## config.mk

```make
export PLATFORM = sky130hd
export DESIGN_NAME = vga_sync_gen
export DESIGN_NICKNAME = d
export VERILOG_FILES = /design/src/rtl/vga_sync_gen.sv
export SDC_FILE = /design/constraint.sdc
export NUM_CORES = 1
export LEC_CHECK = 0
export CORE_MARGIN = 8
export CORE_UTILIZATION = 40
export CTS_CLUSTER_SIZE = 16
export DETAILED_ROUTE_END_ITERATION = 10
export PLACE_DENSITY_LB_ADDON = 0.15
export SLEW_MARGIN = 10
export SYNTH_ARGS = -nofsm -noshare
export SYNTH_HDL_FRONTEND = slang
export SYNTH_SLANG_ARGS = --single-unit
```

## constraint.sdc

```tcl
create_clock -name i_Clk -period 3.3 [get_ports i_Clk]
set_clock_uncertainty 0.05 [all_clocks]
set_input_delay 0.99 -clock i_Clk [delete_from_list [all_inputs] [get_ports i_Clk]]
set_output_delay 0.99 -clock i_Clk [all_outputs]
set_load 0.05 [all_outputs]
```

## src/rtl/vga_sync_gen.sv

```systemverilog
// VGA timing generator: raw active-region syncs and counters for the game, plus a
// delay-aligned, porched and blanked pin stage. Optional colour bars via VGA_TEST_PATTERN_EN.
module vga_sync_gen #(
    parameter int c_TOTAL_COLS  = 800,
    parameter int c_TOTAL_ROWS  = 525,
    parameter int c_ACTIVE_COLS = 640,
    parameter int c_ACTIVE_ROWS = 480,
    parameter int c_H_FRONT     = 18,
    parameter int c_H_SYNC      = 96,
    parameter int c_V_FRONT     = 10,
    parameter int c_V_SYNC      = 2,
    parameter int c_VIDEO_DELAY = 2
) (
    input  logic       i_Clk,
    input  logic       i_Rst,
    output logic       o_HSync,
    output logic       o_VSync,
    output logic [9:0] o_Col_Count,
    output logic [9:0] o_Row_Count,
    output logic       o_Frame_Start,
    output logic [7:0] o_Frame_Count,
`ifdef VGA_TEST_PATTERN_EN
    input  logic       i_Pattern_Sel,
`endif
    input  logic [3:0] i_Red_Video,
    input  logic [3:0] i_Grn_Video,
    input  logic [3:0] i_Blu_Video,
    output logic       o_VGA_HSync,
    output logic       o_VGA_VSync,
    output logic [3:0] o_VGA_Red,
    output logic [3:0] o_VGA_Grn,
    output logic [3:0] o_VGA_Blu
);

    localparam logic [9:0] LAST_COL   = 10'(c_TOTAL_COLS - 1);
    localparam logic [9:0] LAST_ROW   = 10'(c_TOTAL_ROWS - 1);
    localparam logic [9:0] ACT_COLS   = 10'(c_ACTIVE_COLS);
    localparam logic [9:0] ACT_ROWS   = 10'(c_ACTIVE_ROWS);
    localparam logic [9:0] H_LOW_BEG  = 10'(c_ACTIVE_COLS + c_H_FRONT);
    localparam logic [9:0] H_LOW_END  = 10'(c_ACTIVE_COLS + c_H_FRONT + c_H_SYNC);
    localparam logic [9:0] V_LOW_BEG  = 10'(c_ACTIVE_ROWS + c_V_FRONT);
    localparam logic [9:0] V_LOW_END  = 10'(c_ACTIVE_ROWS + c_V_FRONT + c_V_SYNC);

    // run stays low for the first cycle after release so counters start at col 0, row 0
    logic       run;
    logic [9:0] col;
    logic [9:0] row;
    logic [7:0] frame;

    always_ff @(posedge i_Clk) begin
        if (i_Rst) begin
            run   <= 1'b0;
            col   <= '0;
            row   <= '0;
            frame <= '0;
        end else begin
            run <= 1'b1;
            if (run) begin
                if (col == LAST_COL) begin
                    col <= '0;
                    if (row == LAST_ROW) begin
                        row   <= '0;
                        frame <= frame + 8'd1;
                    end else begin
                        row <= row + 10'd1;
                    end
                end else begin
                    col <= col + 10'd1;
                end
            end
        end
    end

    logic active;
    logic h_low;
    logic v_low;

    always_comb begin
        o_HSync       = run && (col < ACT_COLS);
        o_VSync       = run && (row < ACT_ROWS);
        o_Frame_Start = run && (col == 10'd0) && (row == 10'd0);
        active        = o_HSync && o_VSync;
        h_low         = run && (col >= H_LOW_BEG) && (col < H_LOW_END);
        v_low         = run && (row >= V_LOW_BEG) && (row < V_LOW_END);
    end

    assign o_Col_Count   = col;
    assign o_Row_Count   = row;
    assign o_Frame_Count = frame;

    logic dly_act [c_VIDEO_DELAY];
    logic dly_hl  [c_VIDEO_DELAY];
    logic dly_vl  [c_VIDEO_DELAY];
`ifdef VGA_TEST_PATTERN_EN
    logic [3:0] dly_col [c_VIDEO_DELAY];
`endif

    always_ff @(posedge i_Clk) begin
        if (i_Rst) begin
            for (int i = 0; i < c_VIDEO_DELAY; i++) begin
                dly_act[i] <= 1'b0;
                dly_hl[i]  <= 1'b0;
                dly_vl[i]  <= 1'b0;
`ifdef VGA_TEST_PATTERN_EN
                dly_col[i] <= '0;
`endif
            end
        end else begin
            dly_act[0] <= active;
            dly_hl[0]  <= h_low;
            dly_vl[0]  <= v_low;
`ifdef VGA_TEST_PATTERN_EN
            dly_col[0] <= col[9:6];
`endif
            for (int i = 1; i < c_VIDEO_DELAY; i++) begin
                dly_act[i] <= dly_act[i-1];
                dly_hl[i]  <= dly_hl[i-1];
                dly_vl[i]  <= dly_vl[i-1];
`ifdef VGA_TEST_PATTERN_EN
                dly_col[i] <= dly_col[i-1];
`endif
            end
        end
    end

    logic [11:0] pix_rgb;

`ifdef VGA_TEST_PATTERN_EN
    logic [11:0] bar_rgb;
    logic [3:0]  bar_col;

    // col[9] set means 512..639 in the active region: white bar
    always_comb begin
        bar_col = dly_col[c_VIDEO_DELAY-1];
        if (bar_col[3])
            bar_rgb = 12'hFFF;
        else
            bar_rgb = {{4{bar_col[2]}}, {4{bar_col[1]}}, {4{bar_col[0]}}};
        pix_rgb = i_Pattern_Sel ? bar_rgb : {i_Red_Video, i_Grn_Video, i_Blu_Video};
    end
`else
    assign pix_rgb = {i_Red_Video, i_Grn_Video, i_Blu_Video};
`endif

    always_ff @(posedge i_Clk) begin
        if (i_Rst) begin
            o_VGA_HSync <= 1'b1;
            o_VGA_VSync <= 1'b1;
            o_VGA_Red   <= '0;
            o_VGA_Grn   <= '0;
            o_VGA_Blu   <= '0;
        end else begin
            o_VGA_HSync <= ~dly_hl[c_VIDEO_DELAY-1];
            o_VGA_VSync <= ~dly_vl[c_VIDEO_DELAY-1];
            if (dly_act[c_VIDEO_DELAY-1]) begin
                o_VGA_Red <= pix_rgb[11:8];
                o_VGA_Grn <= pix_rgb[7:4];
                o_VGA_Blu <= pix_rgb[3:0];
            end else begin
                o_VGA_Red <= '0;
                o_VGA_Grn <= '0;
                o_VGA_Blu <= '0;
            end
        end
    end

endmodule

```

==> results by group <==
Die
  – Core area: roughly 5000 um2
  – DIE HEIGHT: 87.4 um
  – Io pins: 59
  – Initial Util: 0.407
  – Row count: 26
  – Total die area: approximately 7600 um2
  – Die X-Extent: 87.4 um

Route
  – Iter 0 DRT Violations: 71
  – Total Wirelength: 4940 um
  – Post-route ant nets: 0
  – Wire length per cell: about 14 um
  – Number of remaining DRC errors: 0
  – Via/cell ratio: roughly 5.1
  – Number of vias in the routed layout: about 1.8k
  – 1st-pass router iterations: 4

Synthesis
  – Most numerous cell in the Yosys netlist: dfxtp_1
  – EDFF count, synth: 0
  – Synth top cells by count: 49 x dfxtp_1, 22 x nor2_1, 15 x a21oi_1, 13 x and2_1, 12 x nand2_1
  – Syn Inst Count: approximately 230
  – Area contributors post-synth: dfxtp_1 48%, nor2_1 4.1%, and2_1 4.0%
  – Seq/Total Area, Yosys: 0.482
  – Dominant synthesized flop cell: dfxtp_1
  – Synth warn: 0
  – Post-synth top area cell: dfxtp_1
  – Netlist Area Pre-Place: around 2000 um2
  – Top-area cell type share of the netlist area: 0.482
  – Syn nets: about 240
  – Synthesized flop and latch total: roughly 50
  – Syn avg cell area: approximately 9 um2
  – Ys async rst share: 0
  – Yosys cell types: 35

GRT
  – First-pass GRT wire length: between 8000 and 9000 um
  – Number of global-route vias before repair: 1683
  – Initial antenna violation count: 0
  – Grt total ovfl: 0
  – Largest net degree at the start of global routing: 31
  – Total GRT Usage: 0.134

STA
  – Final hold viol count: 0
  – Setup ws final: between 300 and 400 ps
  – Count of final max-slew check failures: 0
  – Max Freq: 0.335 GHz
  – Crit path time final: ~3000 ps
  – WHS: 320 ps
  – Final Cycle Share: 0.905
  – Slew @ Worst Pin: approximately 530 ps
  – Fin Setup TNS: 0 ps
  – Setup violators final: 0
  – Slew margin rel.: 0.645
  – RSZ-0062 raised after global routing: no

Power and ir drop
  – Power per cell area: just over 400 nW/um2
  – Max VDD drop: around 0.18 mV
  – Static leakage: 0.969 nW

Final layout
  – Area taken by multi-input logic gates: between 900 and 1000 um2
  – Util after Layout: 0.560
  – Diodes inserted: 0
  – Fill count: ~500
  – Area Growth Syn to Fin: 37.7%
  – Nets: 300
  – Layout cells sized above 1: 0.0638
  – Storage cell area: 981 um2

Worst setup path
  – Element type at the critical path end: output pin
  – Worst Setup Start Kind: register
  – Crit path DAT: between 1500 and 2000 ps
  – Setup CP Type: register to output pin
  – FF-to-FF path depth: 4
  – Worst r2r src: o_Row_Count[5]
  – Reg-to-reg endpoint: o_Frame_Count[7]
  – R2R setup slack: roughly 950 ps
  – Critical-path maximum fanout: 9
  – CP Data Required Time: roughly 2300 ps

Clocking
  – Total CTS buffers: 5
  – Clock-pin slew on the worst setup and hold paths: about 90 ps
  – Post-CTS Resized: 0
  – Hold buffers post-CTS: 0
  – Clock root buffer master: clkbuf_8
  – CTS tree: yes
  – H-tree levels: 2
  – Clk Latency, worst-skew pair: roughly 310 ps
  – # clock sinks: approximately 50
  – Postcts setup bufs: 0
  – Worst-case clock buffer depth: 2

Placed design
  – Pre-CTS WS: approximately 650 ps
  – Hpwl dp: 3490 um
  – Gp weighted congestion: between 0.7 and 0.8
  – IO Port Bufs: 58

Worst hold path
  – HP Class: register to register
  – Cell count of the worst hold path: 1
  – Worst Hold End: o_VGA_HSync
  – HP Start: dly_hl[0][1]

Job
  – Max-Cap Viols: 0

Run status
  – Outcome: finished, final reports clean
[sequential cells by signal, indices dropped and copies added, names as in the netlist]
signal and count:
o_VGA_VSync 1, o_VGA_Red 4, dly_hl 2, o_Row_Count 10
dly_vl 2, o_Col_Count 10, o_VGA_Grn 4, o_VGA_Blu 4
o_VGA_HSync 1, run 1, o_Frame_Count 8, dly_act 2
[final cells by class]
| cell class | count | area share |
|---|---|---|
| clock buffers | 5 | 0.0245 |
| clock inverters | 3 | 0.0165 |
| inverters | 7 | 0.00937 |
| multi-input cells | 157 | 0.350 |
| flip-flops and latches | 49 | 0.350 |
| well taps | 70 | 0.0312 |
| repair buffers | 61 | 0.219 |
[logic make-up after synthesis]
family / Yosys count / share of synthesized area
AO/OA/AOI/OAI: 33 / 0.0958
flip-flops: 49 / 0.482
adder cells (fa/ha/maj): 5 / 0.0307
XOR/XNOR: 10 / 0.0430
buffers and inverters: 19 / 0.0393
multiplexers: 3 / 0.0160
AND/OR/NAND/NOR: 106 / 0.294
[worst max-delay path: stages (launching register included)]
cell	delay, ps
dfxtp_1	380
or4_4	570
nor2_1	120
nand4_1	120
nor3_2	270
buf_12	180
[stage by stage]
step	area, um2	total power, mW	cells
finish	2800	1.13	352
global route	2800	1.17	352
CTS	2800	1.14	352
detailed placement	2690	0.702	344
global placement	2690	0.701	344
floorplan	2040	0.661	225
[how the worst max path moves through the flow]
stage              startpoint       endpoint
6_report       o_Row_Count[5]  o_Frame_Start
5_1_grt        o_Col_Count[7]        o_HSync
4_1_cts        o_Row_Count[5]  o_Frame_Start
3_5_place_dp   o_Row_Count[5]  o_Frame_Start
3_3_place_gp   o_Row_Count[5]  o_Frame_Start
2_1_floorplan  o_Row_Count[5]  o_Frame_Start
[cell usage in the layout (no fill, tap or decap), types with 7 or more instances in the layout]
master	instances
o21ai_0	7
and2_1	13
clkdlybuf4s50_1	57
a21oi_1	15
nand4_1	9
nand3_1	10
nor2_1	22
dfxtp_1	49
inv_1	7
o31ai_1	8
nand2_1	12
[power by group]
group          total, mW  switching [mW]  internal [mW]
clock              0.440           0.213          0.227
combinational     0.0857          0.0479         0.0378
sequential         0.602         0.00545          0.596
[per-layer routing]
| layer | up-vias | wire length [um] | global-route usage | share of wire |
|---|---|---|---|---|
| met4 | 0 | 89 | 0.0547 | 0.018 |
| li1 | 904 | - | - | - |
| met1 | 806 | 2440 | 0.172 | 0.49 |
| met2 | 60 | 2040 | 0.199 | 0.41 |
| met5 | - | 0 | 0 | 0 |
| met3 | 8 | 367 | 0.0453 | 0.074 |
Power figures use the tool's default switching activity.
